## src/rtl/fpg8_pkg.sv

```systemverilog
// Shared types and constants for the program loader slice.
package fpg8_pkg;

  localparam int RAM_DEPTH = 4096;
  localparam int WORD_W    = 16;

  typedef enum logic [3:0] {
    ST_IDLE,
    ST_LEN_HI,
    ST_LEN_LO,
    ST_DATA_HI,
    ST_DATA_LO,
    ST_WRITE,
    ST_SUM_HI,
    ST_SUM_LO,
    ST_DONE,
    ST_ERROR
  } loader_state_t;

  // States in which the loader consumes a byte from the stream.
  function automatic logic is_rx_state(input loader_state_t s);
    return (s == ST_LEN_HI) || (s == ST_LEN_LO) || (s == ST_DATA_HI) ||
           (s == ST_DATA_LO) || (s == ST_SUM_HI) || (s == ST_SUM_LO);
  endfunction

endpackage

```

## src/rtl/program_loader_if.sv

```systemverilog
// Byte-stream input and RAM write port of the program loader.
interface program_loader_if #(
  parameter int ADDR_WIDTH = 12
) ();
  import fpg8_pkg::*;

  logic                  byte_valid;
  logic [7:0]            byte_data;
  logic                  byte_ready;
  logic                  ram_w_en;
  logic [ADDR_WIDTH-1:0] ram_addr;
  logic [WORD_W-1:0]     ram_w_data;

  // Loader side: consumes bytes, drives the RAM write port.
  modport master (
    input  byte_valid, byte_data,
    output byte_ready, ram_w_en, ram_addr, ram_w_data
  );

  // Environment side: byte source and RAM.
  modport slave (
    output byte_valid, byte_data,
    input  byte_ready, ram_w_en, ram_addr, ram_w_data
  );

endinterface

```

## src/rtl/program_loader.sv

```systemverilog
// Framed serial program loader: LEN(2) + N words (big-endian) + SUM(2).
// Writes words to RAM from BASE_ADDR and holds the CPU until the sum checks.
module program_loader
  import fpg8_pkg::*;
#(
  parameter int ADDR_WIDTH = 12,
  parameter int DATA_WIDTH = 16,
  parameter int BASE_ADDR  = 0
) (
  input  logic                  clk,
  input  logic                  reset,
  input  logic                  start,
  program_loader_if.master      bus,
  output logic                  cpu_hold,
  output logic                  busy,
  output logic                  done,
  output logic                  error,
  output logic [12:0]           words_loaded
);

  // Largest legal word count is a full RAM image.
  localparam logic [16:0] MAX_LEN = 17'(2 ** ADDR_WIDTH);
  localparam logic [ADDR_WIDTH-1:0] BASE = ADDR_WIDTH'(BASE_ADDR);

  loader_state_t         state_reg, state_next;
  logic [15:0]           len_reg, len_next;
  logic [7:0]            hi_reg, hi_next;
  logic [DATA_WIDTH-1:0] acc_reg, acc_next;
  logic [12:0]           words_next;
  logic [ADDR_WIDTH-1:0] addr_next;
  logic [DATA_WIDTH-1:0] wdata_next;
  logic                  xfer;
  logic [16:0]           len_rx;
  logic [12:0]           words_inc;

  assign xfer      = bus.byte_valid & bus.byte_ready;
  assign len_rx    = {1'b0, hi_reg, bus.byte_data};
  assign words_inc = words_loaded + 13'd1;

  // Next-state and datapath updates; one byte per transfer, one word per WRITE.
  always_comb begin
    state_next = state_reg;
    len_next   = len_reg;
    hi_next    = hi_reg;
    acc_next   = acc_reg;
    words_next = words_loaded;
    addr_next  = bus.ram_addr;
    wdata_next = bus.ram_w_data;
    case (state_reg)
      ST_IDLE, ST_DONE, ST_ERROR: begin
        if (start) begin
          state_next = ST_LEN_HI;
          words_next = '0;
          acc_next   = '0;
          addr_next  = BASE;
        end
      end
      ST_LEN_HI: begin
        if (xfer) begin
          hi_next    = bus.byte_data;
          state_next = ST_LEN_LO;
        end
      end
      ST_LEN_LO: begin
        if (xfer) begin
          len_next = len_rx[15:0];
          // Zero-length or larger-than-RAM images are rejected up front.
          if (len_rx != 17'd0 && len_rx <= MAX_LEN) state_next = ST_DATA_HI;
          else                                      state_next = ST_ERROR;
        end
      end
      ST_DATA_HI: begin
        if (xfer) begin
          hi_next    = bus.byte_data;
          state_next = ST_DATA_LO;
        end
      end
      ST_DATA_LO: begin
        if (xfer) begin
          wdata_next = {hi_reg, bus.byte_data};
          state_next = ST_WRITE;
        end
      end
      ST_WRITE: begin
        words_next = words_inc;
        addr_next  = bus.ram_addr + 1'b1;
        acc_next   = acc_reg + bus.ram_w_data;
        state_next = ({3'b000, words_inc} == len_reg) ? ST_SUM_HI : ST_DATA_HI;
      end
      ST_SUM_HI: begin
        if (xfer) begin
          hi_next    = bus.byte_data;
          state_next = ST_SUM_LO;
        end
      end
      ST_SUM_LO: begin
        if (xfer) state_next = ({hi_reg, bus.byte_data} == acc_reg) ? ST_DONE : ST_ERROR;
      end
      default: state_next = ST_IDLE;
    endcase
  end

  // State and registered outputs; outputs are decoded from the next state so
  // they line up with the state they describe.
  always_ff @(posedge clk) begin
    if (reset) begin
      state_reg      <= ST_IDLE;
      len_reg        <= '0;
      hi_reg         <= '0;
      acc_reg        <= '0;
      words_loaded   <= '0;
      bus.ram_addr   <= BASE;
      bus.ram_w_data <= '0;
      bus.ram_w_en   <= 1'b0;
      bus.byte_ready <= 1'b0;
      cpu_hold       <= 1'b0;
      busy           <= 1'b0;
      done           <= 1'b0;
      error          <= 1'b0;
    end else begin
      state_reg      <= state_next;
      len_reg        <= len_next;
      hi_reg         <= hi_next;
      acc_reg        <= acc_next;
      words_loaded   <= words_next;
      bus.ram_addr   <= addr_next;
      bus.ram_w_data <= wdata_next;
      bus.ram_w_en   <= (state_next == ST_WRITE);
      bus.byte_ready <= is_rx_state(state_next);
      // ERROR keeps the CPU held so a corrupt image never runs.
      cpu_hold       <= !((state_next == ST_IDLE) || (state_next == ST_DONE));
      busy           <= !((state_next == ST_IDLE) || (state_next == ST_DONE) ||
                          (state_next == ST_ERROR));
      done           <= (state_next == ST_DONE);
      error          <= (state_next == ST_ERROR);
    end
  end

endmodule

```

## src/flat_wrapper.sv

```systemverilog
// flat-port wrapper written by rule: the top's interface ports become plain ports
module program_loader_flat import fpg8_pkg::*;
#(
  parameter int ADDR_WIDTH = 12,
  parameter int DATA_WIDTH = 16,
  parameter int BASE_ADDR  = 0
)
  (clk, reset, start, cpu_hold, busy, done, error, words_loaded, bus_byte_valid, bus_byte_data, bus_byte_ready, bus_ram_w_en, bus_ram_addr, bus_ram_w_data);
  program_loader_if #(.ADDR_WIDTH(ADDR_WIDTH)) bus_i ();
  input  logic clk;
  input  logic reset;
  input  logic start;
  output logic cpu_hold;
  output logic busy;
  output logic done;
  output logic error;
  output logic [12:0] words_loaded;
  input wire logic [$bits(bus_i.byte_valid)-1:0] bus_byte_valid;
  input wire logic [$bits(bus_i.byte_data)-1:0] bus_byte_data;
  output wire logic [$bits(bus_i.byte_ready)-1:0] bus_byte_ready;
  output wire logic [$bits(bus_i.ram_w_en)-1:0] bus_ram_w_en;
  output wire logic [$bits(bus_i.ram_addr)-1:0] bus_ram_addr;
  output wire logic [$bits(bus_i.ram_w_data)-1:0] bus_ram_w_data;
  assign bus_i.byte_valid = bus_byte_valid;
  assign bus_i.byte_data = bus_byte_data;
  assign bus_byte_ready = bus_i.byte_ready;
  assign bus_ram_w_en = bus_i.ram_w_en;
  assign bus_ram_addr = bus_i.ram_addr;
  assign bus_ram_w_data = bus_i.ram_w_data;
  program_loader #(.ADDR_WIDTH(ADDR_WIDTH), .DATA_WIDTH(DATA_WIDTH), .BASE_ADDR(BASE_ADDR)) u_core (.clk(clk), .reset(reset), .start(start), .bus(bus_i), .cpu_hold(cpu_hold), .busy(busy), .done(done), .error(error), .words_loaded(words_loaded));
endmodule
```

## config.mk

```make
export PLATFORM = sky130hd
export DESIGN_NAME = program_loader_flat
export DESIGN_NICKNAME = d
export VERILOG_FILES = /design/src/rtl/fpg8_pkg.sv /design/src/rtl/program_loader_if.sv /design/src/rtl/program_loader.sv /design/src/flat_wrapper.sv
export SDC_FILE = /design/constraint.sdc
export NUM_CORES = 1
export LEC_CHECK = 0
export CAP_MARGIN = 20
export CORE_UTILIZATION = 35
export CTS_BUF_LIST = sky130_fd_sc_hd__clkbuf_2
export DETAILED_ROUTE_END_ITERATION = 7
export MAX_ROUTING_LAYER = met4
export SKIP_CTS_REPAIR_TIMING = 1
export SYNTH_ARGS = -nofsm -noshare
export SYNTH_HDL_FRONTEND = slang
export SYNTH_SLANG_ARGS = --single-unit
export TNS_END_PERCENT = 30
```

## constraint.sdc

```tcl
create_clock -name clk -period 2.7 [get_ports clk]
set_input_delay 0.54 -clock clk [delete_from_list [all_inputs] [get_ports clk]]
set_output_delay 0.54 -clock clk [all_outputs]
set_load 0.005 [all_outputs]
```

==> out/summary.txt, run 1 <==
Die Width: 120.7 um
Syn Nets: 644
XOR/XNOR Fraction of Synth Area: 8.498%
Bufs and invs on worst path: 1
Initial Util: 35.67%
DR pass1 iterations: 4
Clk pwr share: 32.7%
pwr dens: 380.3 mW/mm^2
largest net degree at the start of global routing: 55
Placed Area: 0.006047 mm^2
DR iter-0 viols: 341
worst path cell trace: buf_4, and4_2, a311o_1, o32ai_1, nor2_1, or4_4, a21oi_4, mux2i_1, a21oi_1
Routability Congestion: 0.9159
first-pass GRT wire length: 22.45 mm
wire per inst: 15.20 um
Crit Path Class: register to register
Via density: 5.307
crit share post-route: 95.66%
critical path depth: 9
final-stage net count: 736
status: finished, final reports clean
Clock Sinks: 91
Top Ports: 59
CP endpoint: u_core.busy
dominant synthesized flop cell: dfxtp_1
area delta synth->final: 26.00%
layout cell share with drive strength beyond 1: 13.52%
DP HPWL: 9.913 mm
multiplexer share of the synthesized area: 2.867%
FP Rows: 43
CP Launch Point: u_core.words_loaded[2]
WL final: 13.53 mm
post-route design area: 0.006215 mm^2
adder-cell area share of the yosys netlist: 4.718%
CTS Buffer Depth: 2
unrepaired setup endpoints after global routing: false
Setup-failing EPs final: 0
R2R depth: 9
reg2reg setup slack: 120 ps
Net Sw Power: 605.1 uW
Netlist cell types: 61
P_leak: 0.002335 uW
FF-to-FF Start: u_core.words_loaded[2]
DRC: 0
Synth async-reset ratio: 0%
CP Max Fanout: 8
WP data arrival: 3050 ps
minimum clock period: 2583 ps
Core Area: 0.01383 mm^2
slowest stage delay, CP: 570 ps
CTS tree: done
Final Hold Fails: 0
Synth Area in Simple Gates: 26.64%
hold depth: 2
gate count after technology mapping: 614
number of synthesized flops with an enable pin: 0
clock skew: 25.11 ps
most frequent cells in the layout: nand2_1, dfxtp_1, a21oi_1
vias in the first global route: 4513
Worst path top cell family by delay: simple AND/OR/NAND/NOR gates
clk root buf: clkbuf_2
FF+latch count, synth: 91
worst slew pin tran: 579.7 ps
Internal: 1758 uW
hold crit path type: input pin to register
Sw Share: 25.61%
DR vias: 4723
Max Clk Rate: 387.2 MHz
synthesized area per cell: 8.033 um^2
Flop pwr share: 57.8%
WP data required: 3160 ps
H-tree depth: 3
die area: 0.01457 mm^2
Slew Limit Fails: 0
count of input and output buffers: 58
Hold Slack: 401.4 ps
DIE HEIGHT: 120.7 um
VDD IR max: 0.2550 mV
grt ovf: 0
Synth Cell Area: 0.004932 mm^2
commonest non-fill, non-tap cell in the layout: nand2_1
CP max stage cell: or4_4
combinational power share: 9.5%
Tot GR Track Use: 20.03%
main combinational cell family by area after synthesis: simple AND/OR/NAND/NOR gates
reg2reg end: u_core.busy
Max-slew headroom: 61.24%
max cap viols: 0
register area share after synthesis: 36.94%
clk_lat worst skew: 570 ps
compound-cell area share of the yosys netlist: 17.02%
initial antenna violation count: 0
crit path launch type: register
Clk pin slew, worst setup/hold paths: 260 ps
antenna diode count: 0
post-route ant nets: 0
endpoint type of the worst setup path: register
TritonCTS Buffers: 9
Syn. warnings: 0
-- cell usage after synthesis, drive strengths merged, types with 7 or more instances --
library cell | n | area [um^2]
xnor2 | 32 | 287.8
nor2 | 58 | 217.7
clkbuf | 25 | 93.84
and3 | 12 | 77.57
a21oi | 79 | 406.6
nand2 | 90 | 337.8
nor3 | 16 | 80.08
nand3b | 8 | 60.06
xor2 | 15 | 131.4
inv | 8 | 30.03
dfxtp | 91 | 1822
a21o | 7 | 52.55
nor4 | 9 | 56.30
mux2i | 13 | 130.1
ha | 17 | 212.7
o21ai | 18 | 90.09
nand3 | 34 | 187.7
-- worst register-to-register path: cells and delay by family (launching register included) --
family / cells / cell delay, ps
AOI/OAI and AO/OA: 4 / 780
buffers and inverters: 1 / 170
DFF: 1 / 400
muxes: 1 / 210
and+or+nand+nor: 3 / 930
-- cell type report --
cell class | instances | area, um^2
Fill cell | 1338 | 7612
Multi-Input combinational cell | 483 | 2983
Sequential cell | 91 | 1828
Timing Repair Buffer | 113 | 1013
Tap cell | 180 | 225.2
Clock inverter | 6 | 90.09
Clock buffer | 9 | 45.04
Inverter | 8 | 30.03
-- kinds of logic after synthesis --
group	count (synthesis)
flip-flops	91
buffers and inverters	40
XOR/XNOR	47
AO/OA/AOI/OAI	140
multiplexers	14
AND/OR/NAND/NOR	264
adder cells (fa/ha/maj)	18
-- power by group through the flow --
| stage | Combinational (uW) | Clock (uW) | Sequential (uW) |
|---|---|---|---|
| global placement | 220 | 0 | 1390 |
| floorplan | 108 | 0 | 1390 |
| detailed placement | 223 | 0 | 1390 |
| finish | 224 | 774 | 1370 |
| global route | 242 | 858 | 1370 |
| CTS | 224 | 806 | 1370 |
-- how the worst min path moves through the flow --
stage / start / endpoint / slack [ps]
floorplan: u_core.len_reg[14] / u_core.len_reg[14] / 440
global placement: u_core.len_reg[15] / u_core.len_reg[15] / 450
detailed placement: u_core.len_reg[13] / u_core.len_reg[13] / 460
CTS: reset / u_core.acc_reg[12] / 360
global route: reset / u_core.acc_reg[12] / 360
finish: reset / u_core.acc_reg[12] / 400
-- metrics by stage --
stage / TNS, ps / worst slack [ps] / utilization [%] / total power (uW) / instances
finish: 0 / 117.2 / 44.95 / 2363 / 890
global route: 0 / 0.4283 / 44.95 / 2469 / 890
CTS: -35.67 / -29.36 / 44.71 / 2398 / 890
detailed placement: -820.0 / -369.4 / 43.73 / 1615 / 875
global placement: -591.4 / -310.0 / 43.73 / 1613 / 875
floorplan: 0 / 45.61 / - / 1499 / 614
-- layer usage --
| metal | global-route usage (%) | part of all wire (%) | vias to the layer above |
|---|---|---|---|
| met5 | - | 0 | - |
| met2 | 33.08 | 49 | 116 |
| met1 | 25.08 | 45 | 2240 |
| met4 | 5.864 | 1.8 | 0 |
| met3 | 3.396 | 4.1 | 16 |
| li1 | - | - | 2351 |
Note: power is estimated with default switching activity, not from simulation.
==> run 2, diff against run 1 <==
--- a/config.mk
+++ b/config.mk
@@ -9,6 +9,7 @@
 export CORE_UTILIZATION = 35
 export CTS_BUF_LIST = sky130_fd_sc_hd__clkbuf_2
 export DETAILED_ROUTE_END_ITERATION = 7
+export GPL_ROUTABILITY_DRIVEN = 0
 export MAX_ROUTING_LAYER = met4
 export SKIP_CTS_REPAIR_TIMING = 1
 export SYNTH_ARGS = -nofsm -noshare
==> out/summary.txt, run 2 (synthesis gave the netlist of run 1 again) <==
status: finished, final reports clean
commonest non-fill, non-tap cell in the layout: nand2_1
DR vias: 4745 (+0.47%)
final-stage net count: 738 (+0.27%)
Via density: 5.320 (+0.24%)
worst path cell trace: nand4_4, or4_4, xnor2_4, nand3b_1, or4_4, a21oi_4, mux2i_1, a21oi_1
Top Ports: 59 (unchanged)
grt ovf: 0 (unchanged)
DP HPWL: 10.31 mm (+4.0%)
clk_lat worst skew: 590 ps (+20 ps)
GR Layer Usage met1: 24.88% (-0.20 points)
DR iter-0 viols: 328 (-3.8%)
first-pass GRT wire length: 22.45 mm (unchanged)
endpoint type of the worst setup path: register
CTS tree: done
Fin Setup TNS: 0 ps (unchanged)
FF/Latch Area: 0.001828 mm^2 (unchanged)
met3 Track Usage GR: 2.642% (-0.75 points)
GRT Max-Usage Layer: met2
Final Hold Fails: 0 (unchanged)
FP Rows: 43 (unchanged)
CTS Buffer Depth: 2 (unchanged)
Initial Util: 35.67% (unchanged)
minimum clock period: 2574 ps (-8.956 ps)
fill count: 1362 (+1.8%)
max cap viols: 0 (unchanged)
DRC: 0 (unchanged)
antenna diode count: 0 (unchanged)
die area: 0.01457 mm^2 (unchanged)
CP Max Fanout: 6 (-2)
Setup-failing EPs final: 0 (unchanged)
H-tree depth: 3 (unchanged)
DR pass1 iterations: 6 (+2)
unrepaired setup endpoints after global routing: false
Slew Limit Fails: 0 (unchanged)
hold crit path type: input pin to register
area delta synth->final: 25.49%
Worst path top cell family by delay: simple AND/OR/NAND/NOR gates
WP data arrival: 3060 ps (about the same)
layout cell share with drive strength beyond 1: 13.48% (-0.038 points)
count of input and output buffers: 58 (unchanged)
Max Clk Rate: 388.5 MHz (+0.35%)
TritonCTS Buffers: 9 (unchanged)
DIE HEIGHT: 120.7 um (unchanged)
R2R depth: 8 (-1)
slowest stage delay, CP: 580 ps (about the same)
Tot GR Track Use: 20.40% (+0.36 points)
Clk pin slew, worst setup/hold paths: 230 ps (-30 ps)
Die Width: 120.7 um (unchanged)
grt met2 use: 33.94% (+0.86 points)
most frequent cells in the layout: nand2_1, dfxtp_1, a21oi_1
WL final: 14.02 mm (+3.6%)
CP max stage cell: or4_4
Hold Slack: 287.2 ps (-114.2 ps)
Core Area: 0.01383 mm^2 (unchanged)
P_leak: 0.002330 uW (-0.22%)
largest net degree at the start of global routing: 54 (-1.8%)
clk root buf: clkbuf_2
crit path launch type: register
pwr dens: 364.3 mW/mm^2 (-4.2%)
initial antenna violation count: 0 (unchanged)
WP data required: 3180 ps (+20 ps)
clock skew: 14.85 ps (-10.26 ps)
Clock Sinks: 91 (unchanged)
Most common cell on crit path: or4_4
multi-input logic area: 0.002993 mm^2 (+0.34%)
crit share post-route: 95.33% (-0.33 points)
VDD IR max: 0.1997 mV (-22%)
hold depth: 2 (unchanged)
Pwr Total: 2255 uW (-4.6%)
critical path depth: 8 (-1)
post-route ant nets: 0 (unchanged)
vias in the first global route: 4579 (+1.5%)
Bufs and invs on worst path: 0 (-1)
wire per inst: 15.72 um (+3.4%)
Max-slew headroom: 61.56% (+0.31 points)
worst slew pin tran: 575.0 ps (-4.697 ps)
Crit Path Class: register to register
==> run 2: where the power goes <==
part	total, uW	leakage [uW]	switching, uW	internal [uW]
registers	1370	0.000736	8.99	1360
logic	224	0.00153	126	98.4
clock network	664	0.0000669	455	209
total	2250	0.00233	590	1660
==> run 2: cell type report <==
class	count	area share [%]
clock buffer	11	0.8894
clock inverter	4	0.6873
inverter	8	0.4851
multi-input combinational	483	48.35
sequential	91	29.53
tap	180	3.639
timing repair buffer	115	16.41
==> run 2: final timing paths <==
path | slack [ps] | from | end
setup / recovery | 130 | u_core.words_loaded[1] | u_core.busy
hold / removal | 290 | reset | u_core.acc_reg[12]
setup reg to reg | 130 | u_core.words_loaded[1] | u_core.busy
hold reg to reg | 470 | u_core.len_reg[14] | u_core.len_reg[14]
==> run 2: routing by layer <==
metal,vias to the layer above,wire (um)
met1,2235,6248
met2,129,6859
li1,2360,-
met4,0,303
met5,-,0
met3,21,607
==> run 2: worst register-to-register path, delay by kind of cell, from the launching register on <==
kind            cells  cell delay (ps)
xor+xnor            1              190
mux                 1              200
compound gates      2              290
flops               1              440
simple gates        4             1360
==> run 2: metrics by stage <==
| stage | utilization (%) | std cells | setup slack (ps) | cell area, um^2 |
|---|---|---|---|---|
| floorplan | - | 614 | 45.61 | 4932 |
| global placement | 43.75 | 877 | -262.9 | 6050 |
| detailed placement | 43.75 | 877 | -330.3 | 6050 |
| CTS | 44.46 | 892 | -78.66 | 6147 |
| global route | 44.77 | 892 | 12.69 | 6190 |
| finish | 44.77 | 892 | 126.1 | 6190 |
